File: config.mk
export PLATFORM = sky130hd
export DESIGN_NAME = mux_rr_arbiter
export DESIGN_NICKNAME = d
export VERILOG_FILES = /design/src/rtl/mux_rr_arbiter.sv
export SDC_FILE = /design/constraint.sdc
export NUM_CORES = 1
export LEC_CHECK = 0
export CAP_MARGIN = 20
export CORE_AREA = 2 2 39 41
export CTS_BUF_LIST = sky130_fd_sc_hd__clkbuf_4
export DETAILED_ROUTE_END_ITERATION = 16
export DIE_AREA = 0 0 41 43
export PLACE_DENSITY_LB_ADDON = 0.1
export RECOVER_POWER = 25
export SYNTH_ARGS = -nofsm -noshare
export SYNTH_HDL_FRONTEND = slang
export SYNTH_SLANG_ARGS = --single-unit
File: constraint.sdc
create_clock -name clk -period 3 [get_ports clk]
set_input_delay 0.45 -clock clk [delete_from_list [all_inputs] [get_ports clk]]
set_output_delay 0.45 -clock clk [all_outputs]
set_load 0.02 [all_outputs]
File: src/rtl/mux_rr_arbiter.sv
// mux_rr_arbiter: four-requester round-robin arbiter that drives a shared 4:1 mux.
//
// A two-state FSM (idle/grant) picks the first pending requester searched circularly
// from the one after the last owner. The grant lasts while the owner keeps its
// request high. Every grant is followed by exactly one idle cycle.
//
// Optional feature: define ARB_TIMEOUT_EN to compile in a hold counter. With it, an
// owner that has held for MAX_HOLD cycles is forced off when another requester is
// waiting.
//
// Ports:
//   clk        clock; all state changes on the rising edge
//   rst        synchronous active-high reset
//   req[3:0]   request lines, held high by each requester until it is done
//   a,b,c,d    data from requesters 0..3
//   gnt[3:0]   registered one-hot grant
//   sel[1:0]   registered index of the current or last owner (mux select)
//   y          shared mux output; 0 while no grant is active
//   valid      high exactly when gnt is nonzero
module mux_rr_arbiter #(
  parameter int unsigned MAX_HOLD = 8
) (
  input  logic       clk,
  input  logic       rst,
  input  logic [3:0] req,
  input  logic       a,
  input  logic       b,
  input  logic       c,
  input  logic       d,
  output logic [3:0] gnt,
  output logic [1:0] sel,
  output logic       y,
  output logic       valid
);

  if (MAX_HOLD < 2 || MAX_HOLD > 255) begin : g_bad_max_hold
    $error("MAX_HOLD must be in 2..255");
  end

  typedef enum logic {StIdle, StGrant} state_e;

  state_e     state_q, state_d;
  logic [3:0] gnt_q, gnt_d;
  logic [1:0] sel_q, sel_d;
  logic [1:0] ptr_q, ptr_d;

  // Circular priority search starting just after the last owner.
  logic [1:0] winner;
  logic [1:0] idx;
  logic       found;

  always_comb begin
    winner = ptr_q;
    idx    = '0;
    found  = 1'b0;
    for (int k = 1; k <= 4; k++) begin
      idx = ptr_q + 2'(k);
      if (!found && req[idx]) begin
        winner = idx;
        found  = 1'b1;
      end
    end
  end

  logic rel_now;

`ifdef ARB_TIMEOUT_EN
  localparam logic [7:0] HoldMax = 8'(MAX_HOLD - 1);

  logic [7:0] hold_q, hold_d;
  logic       contend;

  assign contend = |(req & ~gnt_q);
  assign rel_now = !req[sel_q] || ((hold_q == HoldMax) && contend);

  // Counts grant cycles; zero throughout idle so it is clear on every grant entry.
  always_comb begin
    hold_d = hold_q;
    if (state_q == StIdle) begin
      hold_d = '0;
    end else if (hold_q != HoldMax) begin
      hold_d = hold_q + 8'd1;
    end
  end

  always_ff @(posedge clk) begin
    if (rst) begin
      hold_q <= '0;
    end else begin
      hold_q <= hold_d;
    end
  end
`else
  assign rel_now = !req[sel_q];
`endif

  always_comb begin
    state_d = state_q;
    gnt_d   = gnt_q;
    sel_d   = sel_q;
    ptr_d   = ptr_q;
    unique case (state_q)
      StIdle: begin
        if (found) begin
          state_d = StGrant;
          gnt_d   = 4'(4'b0001 << winner);
          sel_d   = winner;
          ptr_d   = winner;
        end
      end
      StGrant: begin
        // sel keeps the last owner through the idle cycle.
        if (rel_now) begin
          state_d = StIdle;
          gnt_d   = '0;
        end
      end
    endcase
  end

  always_ff @(posedge clk) begin
    if (rst) begin
      state_q <= StIdle;
      gnt_q   <= '0;
      sel_q   <= '0;
      ptr_q   <= 2'd3;
    end else begin
      state_q <= state_d;
      gnt_q   <= gnt_d;
      sel_q   <= sel_d;
      ptr_q   <= ptr_d;
    end
  end

  logic mux_out;

  always_comb begin
    unique case (sel_q)
      2'd0:    mux_out = a;
      2'd1:    mux_out = b;
      2'd2:    mux_out = c;
      default: mux_out = d;
    endcase
  end

  assign gnt   = gnt_q;
  assign sel   = sel_q;
  assign valid = |gnt_q;
  assign y     = valid & mux_out;

endmodule

==> impl_results.md <==
* Outcome: complete, no violations
* Root Driver: clkbuf_4
* Final Hold Fails at 0
* Starting density of the core at 0.354
* Iteration-0 DRC Markers at 10
* R2R setup slack at 1.53 ns
* DRT Wirelength at 1070 um
* Crit Path Max Fanout at 1
* Grt ovf at 0
* Synth area leaders: dfxtp_1 (37%), mux4_1 (5.4%), nand2b_1 (5.1%), mux4_2 (4.6%), nor2_1 (3.8%)
* Port bufs at 17
* Clock Latency Late Sink at 0.25 ns
* Max cap viols at 0
* Area of the multi-input gates at 288 um2
* Mapped cell area at 490 um2
* Total power at 0.372 mW
* Crit. End Element: output port
* Layout Cells excl Fill at 87
* Startpoint Class: primary input
* Final setup fails at 0
* Final setup TNS at 0 ns
* Global Route Usage Sum at 0.153
* # IOs at 18
* Via count at 450
* TritonCTS clock tree: built
* Crit path DAT at 2.00 ns
* Die Area at 1760 um2
* Setup CP Type: primary input to output port
* Max Freq at 0.409 GHz
* CTS resizes at 0
* Clk slew on worst S/H paths at 0.06 ns
* Post-synthesis sequential area ratio at 0.367
* Worst Tran Pin Value at 0.437 ns
* Final Cycle Share at 0.816
* Final net count at 82
* Num CTS Buffers at 3
* Postcts setup bufs at 0
* Yosys warns at 0
* Distinct cell type count after synthesis at 28
* Avg Vias per Cell at 5.17
* Max Slew Vio Count at 0
* Post-synthesis average cell area at 9.43 um2
* Max IR drop VDD at 0.000239 V
* Routability cong. at 0.666
* Async SR Flop Fraction at 0
* Share of layout cells above drive strength 1 at 0.141
* Logic gate share of total power at 0.333
* Sequential Area at 180 um2
* Pin count of the biggest net entering global routing at 10
* # rows at 14
* Internal Power at 0.260 mW
* Die Ht at 43 um
* Seq cells post-synth at 9
* Clk_skew at 0.000874 ns
* Pwr dens at 538 nW/um2
* Max_slew headroom at 0.706
* Commonest non-fill, non-tap cell in the layout: clkdlybuf4s50_1
* ANT cells at 0
* Clock Tree Buf Depth at 2
* RSZ-0062 raised after global routing: no
* Num Clock Sinks at 9
* Commonest non-fill, non-tap cells in the layout: clkdlybuf4s50_1 (14), dfxtp_1 (9), nor2_1 (5), nand2b_1 (4), clkbuf_4 (4)
* Post-synth EDFFs at 0
* Area share of the largest cell type after synthesis at 0.367
* Post-synth top area cell: dfxtp_1
* Dpl hpwl at 837 um
* First-pass GRT wire length at 1790 um
* Fill cells at 150
* Post-DP Area at 668 um2
* Final core occ at 0.500
* DRC at 0
* Syn_nets at 62
* Sequential Power Share at 0.400
* HP Class: register to register
* Synth Instances at 52
* Hold_buf cts at 0
* Sw Share at 0.301
* Core area at 1380 um2
* Drt wl/cell at 12.3 um
* Initial antenna violation count at 0
* P_leak at 0.279 nW
* Main flop type after synthesis: dfxtp_1
* Clk network pwr share at 0.267
* Die W at 41 um
* Placed instance count at 83
* P&R area growth vs syn at 41.1%
* Routed Antenna Nets at 0
* Vias in the first global route at 431
* Final instance area at 692 um2
* Tmin final at 2.45 ns
* First-pass DRT Iterations at 3
* Sw Pwr at 0.112 mW
* Critical Path RT at 2.55 ns
* H-tree depth at 1
layer usage:
layer  share of wire  up-vias  track usage
li1                -      234            -
met1            0.48      205        0.195
met2            0.45        9        0.213
met3           0.056        2       0.0785
met4           0.011        0       0.0600
met5               0        -            0
cells in the mapped netlist, types with 2 or more instances:
master    n
nand2_1   3
nor3_1    3
nand3b_1  2
dfxtp_1   9
a21o_1    2
nor2_1    5
a22o_1    2
nand2b_1  4
a21oi_1   3
stage by stage:
| step | hold slack [ns] | setup slack [ns] |
|---|---|---|
| finish | 0.495 | 0.553 |
| global route | 0.527 | 0.477 |
| CTS | 0.502 | 0.546 |
| detailed placement | 0.488 | 0.546 |
| global placement | 0.488 | 0.553 |
| floorplan | 0.480 | 1.26 |
area by class of cell:
class                      count  area share
inverter                       1     0.00542
sequential                     9       0.260
timing repair buffer          17       0.246
clock buffer                   4      0.0434
multi-input combinational     40       0.416
tap                           16      0.0289
state kept, by name (all words and copies together), names as in the netlist:
name,count
state_q,1
gnt,4
sel,2
ptr_q,2
path summary, 6_finish.rpt:
check / from / endpoint / cells after the start
min: gnt[2] / gnt[2] / 1
max: b / y / 4
min reg2reg: gnt[2] / gnt[2] / 1
max reg2reg: sel[0] / gnt[0] / 4
critical path, cell delays in order:
cell,delay (ns)
clkdlybuf4s50_1,0.39
mux4_1,0.47
and2_1,0.16
clkdlybuf4s50_1,0.53
power by group through the flow:
stage,Sequential (mW),Combinational (mW),Clock [mW]
3_3_place_gp,0.152,0.126,0
4_1_cts,0.149,0.127,0.103
2_1_floorplan,0.156,0.0693,0
3_5_place_dp,0.152,0.126,0
6_report,0.149,0.124,0.0993
5_1_grt,0.152,0.135,0.110
logic make-up after synthesis:
group	share of synthesized area
AOI/OAI and AO/OA	0.181
buffers and inverters	0.0332
DFF	0.367
muxes	0.120
and+or+nand+nor	0.298
Power figures use the tool's default switching activity.
